## src/rtl/fb_pkg.sv

```systemverilog
// fb_pkg: shared timing defaults, total-period helper and control types for scanout.
// Latency: not applicable; holds declarations only.
// Backpressure: none; everything here runs on a free-running pixel clock.
package fb_pkg;

  // 640x480@60 timing, in pixels (horizontal) and lines (vertical)
  localparam int H_ACTIVE_DEF = 640;
  localparam int H_FP_DEF     = 16;
  localparam int H_SYNC_DEF   = 96;
  localparam int H_BP_DEF     = 48;
  localparam int V_ACTIVE_DEF = 480;
  localparam int V_FP_DEF     = 10;
  localparam int V_SYNC_DEF   = 2;
  localparam int V_BP_DEF     = 33;

  // Sync pulses are active-low by default
  localparam logic SYNC_POL_DEF = 1'b0;

  // Framebuffer geometry and pixel format
  localparam int FB_WIDTH_DEF  = 160;
  localparam int FB_HEIGHT_DEF = 120;
  localparam int SCALE_DEF     = 4;
  localparam int PIX_W         = 12;

  // Full period of one axis: visible + front porch + sync + back porch
  function automatic int timing_total(input int active, input int fp,
                                      input int sync, input int bp);
    return active + fp + sync + bp;
  endfunction

  localparam int H_TOTAL_DEF = timing_total(H_ACTIVE_DEF, H_FP_DEF, H_SYNC_DEF, H_BP_DEF);
  localparam int V_TOTAL_DEF = timing_total(V_ACTIVE_DEF, V_FP_DEF, V_SYNC_DEF, V_BP_DEF);

  // Per-pixel control travelling alongside the framebuffer read
  typedef struct packed {
    logic active;
    logic hsync;
    logic vsync;
    logic in_img;
  } vid_ctl_t;

endpackage

```

## src/rtl/vga_timing.sv

```systemverilog
// vga_timing: raster position counters plus raw sync / active-video generation.
// Latency: outputs are combinational from the sx/sy registers (zero cycles).
// Backpressure: none; counters advance every clk_pix cycle unless rst is high.
//
// Ports:
//   clk_pix, rst          pixel clock, synchronous active-high reset
//   sx, sy                current raster column / line
//   line_end, frame_end   last pixel of a line / last pixel of the frame
//   active, hsync, vsync  raw (undelayed) video timing for the current position
module vga_timing
  import fb_pkg::*;
#(
  parameter int   H_ACTIVE = H_ACTIVE_DEF,
  parameter int   H_FP     = H_FP_DEF,
  parameter int   H_SYNC   = H_SYNC_DEF,
  parameter int   H_BP     = H_BP_DEF,
  parameter int   V_ACTIVE = V_ACTIVE_DEF,
  parameter int   V_FP     = V_FP_DEF,
  parameter int   V_SYNC   = V_SYNC_DEF,
  parameter int   V_BP     = V_BP_DEF,
  parameter logic SYNC_POL = SYNC_POL_DEF,
  localparam int  SX_W     = $clog2(timing_total(H_ACTIVE, H_FP, H_SYNC, H_BP)),
  localparam int  SY_W     = $clog2(timing_total(V_ACTIVE, V_FP, V_SYNC, V_BP))
) (
  input  logic            clk_pix,
  input  logic            rst,
  output logic [SX_W-1:0] sx,
  output logic [SY_W-1:0] sy,
  output logic            line_end,
  output logic            frame_end,
  output logic            active,
  output logic            hsync,
  output logic            vsync
);

  localparam int H_TOTAL = timing_total(H_ACTIVE, H_FP, H_SYNC, H_BP);
  localparam int V_TOTAL = timing_total(V_ACTIVE, V_FP, V_SYNC, V_BP);

  localparam logic [SX_W-1:0] SX_LAST  = SX_W'(H_TOTAL - 1);
  localparam logic [SX_W-1:0] SX_ACT   = SX_W'(H_ACTIVE);
  localparam logic [SX_W-1:0] HS_START = SX_W'(H_ACTIVE + H_FP);
  localparam logic [SX_W-1:0] HS_END   = SX_W'(H_ACTIVE + H_FP + H_SYNC);

  localparam logic [SY_W-1:0] SY_LAST  = SY_W'(V_TOTAL - 1);
  localparam logic [SY_W-1:0] SY_ACT   = SY_W'(V_ACTIVE);
  localparam logic [SY_W-1:0] VS_START = SY_W'(V_ACTIVE + V_FP);
  localparam logic [SY_W-1:0] VS_END   = SY_W'(V_ACTIVE + V_FP + V_SYNC);

  assign line_end  = (sx == SX_LAST);
  assign frame_end = line_end && (sy == SY_LAST);

  always_ff @(posedge clk_pix) begin
    if (rst) begin
      sx <= '0;
      sy <= '0;
    end else if (line_end) begin
      sx <= '0;
      sy <= frame_end ? '0 : sy + 1'b1;
    end else begin
      sx <= sx + 1'b1;
    end
  end

  assign active = (sx < SX_ACT) && (sy < SY_ACT);
  assign hsync  = ((sx >= HS_START) && (sx < HS_END)) ? SYNC_POL : ~SYNC_POL;
  assign vsync  = ((sy >= VS_START) && (sy < VS_END)) ? SYNC_POL : ~SYNC_POL;

endmodule

```

## src/rtl/fb_scanout.sv

```systemverilog
// fb_scanout: scans an upscaled framebuffer onto a VGA raster with border fill and double-buffer swap.
// Latency: video outputs lag the raster counters by READ_LATENCY+1 cycles; frame_start lags by 1.
// Backpressure: none; the framebuffer must return data exactly READ_LATENCY cycles after addr_read.
//
// Ports:
//   clk_pix, rst              pixel clock (also the framebuffer read clock), sync active-high reset
//   addr_read / data_in       framebuffer read address out, read data back
//   border_color              fill for active pixels outside the scaled image
//   swap_req/swap_ack/fb_sel  front-buffer swap request, one-cycle done pulse, current front buffer
//   hsync, vsync, de          aligned video timing
//   pixel_out, frame_start    pixel value (0 when de=0), one-cycle start-of-frame pulse
module fb_scanout
  import fb_pkg::*;
#(
  parameter int   FB_WIDTH     = FB_WIDTH_DEF,
  parameter int   FB_HEIGHT    = FB_HEIGHT_DEF,
  parameter int   DATA_WIDTH   = PIX_W,
  parameter int   SCALE        = SCALE_DEF,
  parameter int   READ_LATENCY = 1,
  parameter int   H_ACTIVE     = H_ACTIVE_DEF,
  parameter int   H_FP         = H_FP_DEF,
  parameter int   H_SYNC       = H_SYNC_DEF,
  parameter int   H_BP         = H_BP_DEF,
  parameter int   V_ACTIVE     = V_ACTIVE_DEF,
  parameter int   V_FP         = V_FP_DEF,
  parameter int   V_SYNC       = V_SYNC_DEF,
  parameter int   V_BP         = V_BP_DEF,
  parameter logic SYNC_POL     = SYNC_POL_DEF,
  localparam int  ADDR_WIDTH   = $clog2(FB_WIDTH * FB_HEIGHT)
) (
  input  logic                  clk_pix,
  input  logic                  rst,
  output logic [ADDR_WIDTH-1:0] addr_read,
  input  logic [DATA_WIDTH-1:0] data_in,
  input  logic [DATA_WIDTH-1:0] border_color,
  input  logic                  swap_req,
  output logic                  swap_ack,
  output logic                  fb_sel,
  output logic                  hsync,
  output logic                  vsync,
  output logic                  de,
  output logic [DATA_WIDTH-1:0] pixel_out,
  output logic                  frame_start
);

  localparam int SX_W       = $clog2(timing_total(H_ACTIVE, H_FP, H_SYNC, H_BP));
  localparam int SY_W       = $clog2(timing_total(V_ACTIVE, V_FP, V_SYNC, V_BP));
  localparam int SCALE_LOG2 = $clog2(SCALE);

  localparam logic [SX_W-1:0]       IMG_W      = SX_W'(FB_WIDTH * SCALE);
  localparam logic [SY_W-1:0]       IMG_H      = SY_W'(FB_HEIGHT * SCALE);
  localparam logic [SY_W-1:0]       IMG_H_LAST = SY_W'(FB_HEIGHT * SCALE - 1);
  localparam logic [SY_W-1:0]       GROUP_MASK = SY_W'(SCALE - 1);
  localparam logic [SY_W-1:0]       SWAP_LINE  = SY_W'(V_ACTIVE);
  localparam logic [ADDR_WIDTH-1:0] ROW_STEP   = ADDR_WIDTH'(FB_WIDTH);

  localparam vid_ctl_t CTL_IDLE = '{active: 1'b0, hsync: ~SYNC_POL, vsync: ~SYNC_POL, in_img: 1'b0};

  logic [SX_W-1:0] sx;
  logic [SY_W-1:0] sy;
  logic            line_end;
  logic            frame_end;
  logic            raw_active;
  logic            raw_hsync;
  logic            raw_vsync;

  vga_timing #(
    .H_ACTIVE (H_ACTIVE),
    .H_FP     (H_FP),
    .H_SYNC   (H_SYNC),
    .H_BP     (H_BP),
    .V_ACTIVE (V_ACTIVE),
    .V_FP     (V_FP),
    .V_SYNC   (V_SYNC),
    .V_BP     (V_BP),
    .SYNC_POL (SYNC_POL)
  ) u_timing (
    .clk_pix   (clk_pix),
    .rst       (rst),
    .sx        (sx),
    .sy        (sy),
    .line_end  (line_end),
    .frame_end (frame_end),
    .active    (raw_active),
    .hsync     (raw_hsync),
    .vsync     (raw_vsync)
  );

  // ---------------------------------------------------------------------------
  // Framebuffer addressing
  // ---------------------------------------------------------------------------
  logic                  in_img;
  logic [ADDR_WIDTH-1:0] row_base;
  logic [ADDR_WIDTH-1:0] col_idx;
  logic [ADDR_WIDTH-1:0] addr_hold;
  logic                  group_last_line;

  assign in_img = (sx < IMG_W) && (sy < IMG_H);

  // SCALE is a power of two, so the column index is sx with the low bits
  // dropped; it steps by one every SCALE pixels.
  assign col_idx = ADDR_WIDTH'(sx >> SCALE_LOG2);

  assign group_last_line = ((sy & GROUP_MASK) == GROUP_MASK);

  // row_base tracks (sy/SCALE)*FB_WIDTH. It stops advancing on the last image
  // line so it never walks past the framebuffer during vertical blanking.
  always_ff @(posedge clk_pix) begin
    if (rst) begin
      row_base <= '0;
    end else if (frame_end) begin
      row_base <= '0;
    end else if (line_end && group_last_line && (sy < IMG_H_LAST)) begin
      row_base <= row_base + ROW_STEP;
    end
  end

  // Outside the image the address is parked at its last in-image value.
  assign addr_read = in_img ? (row_base + col_idx) : addr_hold;

  always_ff @(posedge clk_pix) begin
    if (rst) begin
      addr_hold <= '0;
    end else begin
      addr_hold <= addr_read;
    end
  end

  // ---------------------------------------------------------------------------
  // Control delay line: keeps timing aligned with data_in
  // ---------------------------------------------------------------------------
  vid_ctl_t ctl_now;
  vid_ctl_t ctl_dly [READ_LATENCY];
  vid_ctl_t ctl_tap;

  assign ctl_now.active = raw_active;
  assign ctl_now.hsync  = raw_hsync;
  assign ctl_now.vsync  = raw_vsync;
  assign ctl_now.in_img = in_img;

  always_ff @(posedge clk_pix) begin
    if (rst) begin
      for (int i = 0; i < READ_LATENCY; i++) begin
        ctl_dly[i] <= CTL_IDLE;
      end
    end else begin
      ctl_dly[0] <= ctl_now;
      for (int i = 1; i < READ_LATENCY; i++) begin
        ctl_dly[i] <= ctl_dly[i-1];
      end
    end
  end

  assign ctl_tap = ctl_dly[READ_LATENCY-1];

  // ---------------------------------------------------------------------------
  // Output register and pixel mux
  // ---------------------------------------------------------------------------
  always_ff @(posedge clk_pix) begin
    if (rst) begin
      de        <= 1'b0;
      hsync     <= ~SYNC_POL;
      vsync     <= ~SYNC_POL;
      pixel_out <= '0;
    end else begin
      de    <= ctl_tap.active;
      hsync <= ctl_tap.hsync;
      vsync <= ctl_tap.vsync;
      if (!ctl_tap.active) begin
        pixel_out <= '0;
      end else if (ctl_tap.in_img) begin
        pixel_out <= data_in;
      end else begin
        pixel_out <= border_color;
      end
    end
  end

  // frame_start follows the counters directly, not the read pipeline.
  always_ff @(posedge clk_pix) begin
    if (rst) begin
      frame_start <= 1'b0;
    end else begin
      frame_start <= (sx == '0) && (sy == '0);
    end
  end

  // ---------------------------------------------------------------------------
  // Front-buffer swap: only ever serviced at the start of the first blanking
  // line, so fb_sel is stable for the whole visible part of every frame.
  // ---------------------------------------------------------------------------
  logic swap_pending;
  logic swap_evt;

  assign swap_evt = (sx == '0) && (sy == SWAP_LINE) && (swap_pending || swap_req);

  always_ff @(posedge clk_pix) begin
    if (rst) begin
      fb_sel       <= 1'b0;
      swap_pending <= 1'b0;
      swap_ack     <= 1'b0;
    end else begin
      swap_ack <= swap_evt;
      if (swap_evt) begin
        fb_sel       <= ~fb_sel;
        swap_pending <= 1'b0;
      end else if (swap_req) begin
        swap_pending <= 1'b1;
      end
    end
  end

endmodule

```

## config.mk

```make
export PLATFORM = sky130hd
export DESIGN_NAME = fb_scanout
export DESIGN_NICKNAME = d
export VERILOG_FILES = /design/src/rtl/fb_pkg.sv /design/src/rtl/vga_timing.sv /design/src/rtl/fb_scanout.sv
export SDC_FILE = /design/constraint.sdc
export NUM_CORES = 1
export LEC_CHECK = 0
export CAP_MARGIN = 30
export CORE_AREA = 5 5 106 108
export CTS_BUF_LIST = sky130_fd_sc_hd__clkbuf_16
export CTS_CLUSTER_SIZE = 28
export DETAILED_ROUTE_END_ITERATION = 10
export DIE_AREA = 0 0 111 113
export DONT_BUFFER_PORTS = 1
export SYNTH_ARGS = -nofsm -noshare
export SYNTH_HDL_FRONTEND = slang
export SYNTH_SLANG_ARGS = --single-unit
```

## constraint.sdc

```tcl
create_clock -name clk_pix -period 2.35 [get_ports clk_pix]
set_input_delay 0.5875 -clock clk_pix [delete_from_list [all_inputs] [get_ports clk_pix]]
set_output_delay 0.5875 -clock clk_pix [all_outputs]
set_load 0.01 [all_outputs]
```

After elaboration in Yosys (flattened, before gate mapping)

Memory sizes are Yosys's and may differ from the RTL's.
Index checks and enable logic that the tools add are counted.

Register bits: 69
Memory bits (writable): 4
Output and inout port bits: 33
Logic and storage cells: 57
Memories kept: 1

Memories:

| memory  | depth | width | rd ports | clocked after memory_dff | wr ports | RTL line          | RTL |
|---|---|---|---|---|---|---|---|
| ctl_dly | 1     | 4     | 1        | 0                        | 1        | fb_scanout.sv:133 | `vid_ctl_t ctl_dly [READ_LATENCY];` |

Add/subtract/negate cells: 4
Order comparisons: 7
Equal/unequal tests: 4
Mux-type cells: 10
Bitwise gates (word level): 2
Reductions and logical operators: 17

Operators by type and width:

| cell                                                                | number |
|---|---|
| less-than comparator 10 x 9 -> 1 bit (second input constant)        | 3 |
| adder 10 x 1 -> 10 bit (second input constant)                      | 2 |
| == test 10 bit (second input constant)                              | 2 |
| zero test 10 bit                                                    | 2 |
| less-than comparator 10 bit (second input constant)                 | 2 |
| adder 15 x 8 -> 15 bit                                              | 1 |
| adder 15 x 8 -> 15 bit (second input constant)                      | 1 |
| 2-to-1 mux 15 bit                                                   | 1 |
| 2-to-1 mux 12 bit                                                   | 1 |
| == test 10 x 9 -> 1 bit (second input constant)                     | 1 |
| greater-or-equal comparator 10 bit (second input constant)          | 1 |
| greater-or-equal comparator 10 x 9 -> 1 bit (second input constant) | 1 |
| 2-to-1 mux 10 bit                                                   | 1 |
| logical AND 1 bit                                                   | 9 |
| OR reduction 2 bit                                                  | 4 |
| 2-to-1 mux 1 bit                                                    | 6 |
| 2-to-1 mux 4 bit                                                    | 1 |
| OR reduction 4 bit                                                  | 1 |
| == test 2 bit (second input constant)                               | 1 |
| NOT 1 bit                                                           | 2 |
| logical OR 1 bit                                                    | 1 |

Depth between registers and ports, before layout

Word-level depth: 4
Gate-level depth with buffers: 8
Gate-level depth less buffers: 6

Hierarchy

Synthesis repeated with hierarchy kept, for this count alone.

Cells, all modules: 341
Area, all modules: 3153.0 um^2

Modules (own cells, without submodules):

| module     | instances | cells an instance | area an instance (um^2) | sequential area each (um^2) |
|---|---|---|---|---|
| fb_scanout | 1         | 219               | 2125.8                  | 960.9 |
| vga_timing | 1         | 122               | 1027.2                  | 400.4 |

Least setup slack after synthesis

Ideal clock, no wire load.

Path type: reg-to-output
From: reg u_timing.sx[8]
To: out addr_read[8]
Arrival: 1.772 ns
Setup slack: -0.010 ns
Cell stages (with the launch flop): 6
Path buffers: 2
Cells stage by stage: dfxtp_1 o21a_1 nor3_1 clkbuf_1 buf_1 mux2i_1

Longest elaborated chain between the ends: 3

RTL lines:

| element                                                        | RTL line          | RTL |
|---|---|---|
| start: declaration                                             | vga_timing.sv:27  | `output logic [SX_W-1:0] sx,` |
| start signal: assignment                                       | vga_timing.sv:60  | `sx <= sx + 1'b1;` |
| branches (longest 2 deep; another with adder 15 x 8 -> 15 bit) | -                 |  |
| 2-to-1 mux 15 bit (*)                                          | fb_scanout.sv:119 | `assign addr_read = in_img ? (row_base + col_idx) : addr_hold;` |
| end: declaration                                               | fb_scanout.sv:33  | `output logic [ADDR_WIDTH-1:0] addr_read,` |

Mark *: on every way between the ends.

Worst setup path after layout

From: reg u_timing.sx[7]
To: out addr_read[13]

The elaborated chain is that of the path after synthesis.

==> results.md <==
- Violated checks: negative setup slack
- # IOs: 60
- CTS root buf: clkbuf_16
- Depth of the worst register-to-register path: 5
- Htree depth: 3
- Antenna cell count: 0
- DR iter-0 viols: 93
- Clock sinks: 67
- Worst vdd ir: 0.293 mV
- Final min period: 2.57 ns
- Row count: 37
- Largest area contributor in the netlist: dfxtp_1
- CP max FO: 3
- Drt pass-1 iters: 4
- Worst slew margin: 61.5%
- Die height: 113 um
- Status: finished with violations
- Net Count, Synth: 355
- Total global routing overflow: 0
- Post-Synth XOR/XNOR Area: 5.32%
- Multi-input logic area: 1650 sq um
- Dominant synthesized flop cell: dfxtp_1
- Routability cong.: 0.815
- Mux share of post-synthesis cell area: 3.00%
- Hold Crit Class: in -> reg
- Async S/R FF share, synth: 0%
- Worst-Margin Slew: 0.576 ns
- P_leak: 1.40 nW
- Clk_skew: 0.00360 ns
- Buffer depth of the longest clock path: 2
- Core area: 10100 sq um
- Fin. max-slew vios: 0
- Post-route setup slack: -0.225 ns
- HPWL Detailed: 4.59 mm
- Worst Setup SP: u_timing.sx[7]$_SDFF_PP0_
- DRC Markers: 0
- Placed Area: 3280 sq um
- Distinct cells, synth: 49
- Routed vias: 2388
- Synth area leaders: dfxtp_1, a21oi_1, ha_1
- Clk_lat worst skew: 0.33 ns
- Commonest cells post-synth: dfxtp_1, nor2_1, a21oi_1
- Final-report setup violation count: 8
- Clock-pin transition on the worst setup and hold timing paths: 0.06 ns
- Initial Utilization: 29.2%
- Mapped Area: 2960 sq um
- Sequential element share of the synthesized area: 45.3%
- Critical Path Sink: addr_read[13]
- FMAX: 388 MHz
- Element type at the critical path start: flip-flop
- Yosys reg bits: 67
- Crit path cell chain: ha_4 > fa_2 > a21o_1 > nor3b_4 > xnor2_2 > a21oi_2 > buf_4
- Critical path data required time: 1.76 ns
- CP peak stage delay: 0.36 ns
- Filler cells: 1002
- Reg-to-reg startpoint: u_timing.sx[0]$_SDFF_PP0_
- Post-Synthesis Cells: 318
- DRT Wirelength: 6.72 mm
- Post-route ant nets: 0
- Simple-gate area share of the yosys netlist: 24.8%
- Die ar.: 12500 sq um
- Hold path start: rst
- Synth top area share: 45.3%
- Routed vias/inst: 4.91
- Yosys warns: 0
- # hold bufs at CTS: 0
- Register area: 1360 sq um
- Number of global-route vias before repair: 2390
- CTS Buf Count: 9
- Synth Area in Adders: 4.47%
- Die X: 111 um
- RSZ-0062 raised after global routing: yes
- Total chip power: 2.54 mW
- Area Growth Syn to Fin: 27.3%
- Mean routed wirelength per cell: 13.8 um
- Total global-route track usage: 11.2%
- Largest net degree at the start of global routing: 31
- Largest family of logic cells by synthesized area: simple AND/OR/NAND/NOR gates
- Initial antenna violation count: 0
- Design area: 3770 sq um
- Critical path data arrival time: 1.99 ns
- Port-buffer cells: 0
- Top-count cell post-synth: dfxtp_1
- CP endpoint kind: output pin
- Final Hold Viols: 0
- Critical-path top delay cell: fa_2
- WS Path Type: reg -> out
- Post-synth EDFFs: 0
- Pwr/cell area: 674 nW/um^2
- Reg-to-Reg End: u_timing.sy[8]$_SDFFE_PP0P_
- First-pass GRT wire length: 11.3 mm
- R2R setup slack: 0.09 ns
- CTS tree: built
- Ratio of cells with drive above 1 in the final layout: 24.3%
- Fin crit share: 110%
- Mean post-synth cell area: 9.32 sq um
- Nets: 382
- Compound-cell area share of the yosys netlist: 13.4%
- Max-Cap Viols: 0
placed cells by master (no fill, tap or decap), types with 3 or more instances in the layout:
cell type   n
a21oi_2     3
nor4_1      5
xor2_1      7
or3_1       7
and3_1      3
inv_1      12
dfxtp_1    60
dfxtp_2     4
or4_1       6
o31ai_1     7
nand2_1    10
dfxtp_4     3
or2_2       3
buf_6       4
nor2b_1     8
nor3_1      5
and2_1     12
xnor2_1     8
or4b_1      4
nand2b_1    3
o21ai_0     5
nor2_1     26
buf_4      28
mux2_4      7
clkbuf_16   9
nand4_1     7
o41ai_1     5
a211oi_1    7
ha_1        6
a21oi_1    20
nand3_1    10
power by group:
part	leakage, nW	internal [mW]	switching [mW]
Combinational	0.714	0.0197	0.0266
Sequential	0.548	1.15	0.0163
Clock	0.140	0.825	0.504
metrics by stage:
| step | hold slack (ns) | std cells | worst slack (ns) | TNS, ns | utilization [%] |
|---|---|---|---|---|---|
| after global routing | 0.310 | 486 | -0.299 | -1.73 | 37.2 |
| after detailed placement | 0.396 | 465 | 0.00362 | 0 | 32.3 |
| after global placement | 0.396 | 465 | 0.0283 | 0 | 32.3 |
| after floorplan | 0.389 | 318 | 0.0715 | 0 | - |
| after CTS | 0.309 | 486 | -0.246 | -1.10 | 36.8 |
| final | 0.328 | 486 | -0.225 | -0.898 | 37.2 |
worst max-delay path, delay by kind of cell (launching register included):
family | cells | cell delay [ns]
compound gates | 2 | 0.36
xor+xnor | 1 | 0.15
fa+ha+maj | 2 | 0.52
buf+inv | 1 | 0.12
flops | 1 | 0.33
simple gates | 1 | 0.17
worst min path at each step:
stage                               end  slack (ns)  depth (start not counted)
2_1_floorplan          hsync$_SDFF_PP1_        0.39                          1
3_3_place_gp           hsync$_SDFF_PP1_        0.40                          1
3_5_place_dp           hsync$_SDFF_PP1_        0.40                          1
4_1_cts         addr_hold[6]$_SDFF_PP0_        0.31                          1
5_1_grt        addr_hold[14]$_SDFF_PP0_        0.31                          1
6_report       addr_hold[13]$_SDFF_PP0_        0.33                          1
cells by family after synthesis:
| logic type | after synthesis |
|---|---|
| AND/OR/NAND/NOR | 126 |
| flip-flops | 67 |
| AO/OA/AOI/OAI | 61 |
| buffers and inverters | 28 |
| XOR/XNOR | 18 |
| adder cells (fa/ha/maj) | 10 |
| multiplexers | 8 |
flip-flops by register name, summed over array words and instances (netlist names):
register,cells
u_timing.sy,10
frame_start,1
vsync,1
swap_pending,1
pixel_out,12
de,1
hsync,1
ctl_dly,3
fb_sel,1
addr_hold,15
swap_ack,1
u_timing.sx,10
row_base,10
repair_timing:
action / 4_1_cts / 5_1_grt
gates resized for setup: 35 / 8
pin swaps: 16 / 6
setup buffers: 4 / 1
cloned: 2 / 0
setup endpoints to repair: 15 / 32
cell type report:
| type | count | area share (%) |
|---|---|---|
| Clock buffer | 9 | 5.97 |
| Tap cell | 136 | 4.51 |
| Sequential cell | 67 | 36.0 |
| Multi-Input combinational cell | 223 | 43.6 |
| Inverter | 12 | 1.19 |
| Clock inverter | 7 | 1.99 |
| Timing Repair Buffer | 32 | 6.76 |
per-layer routing:
layer | global-route usage (%) | wire length (um)
met1 | 13.2 | 3010
met2 | 18.2 | 3220
met3 | 4.92 | 421
met4 | 3.78 | 70
met5 | 0 | 0
Power figures use the tool's default switching activity.
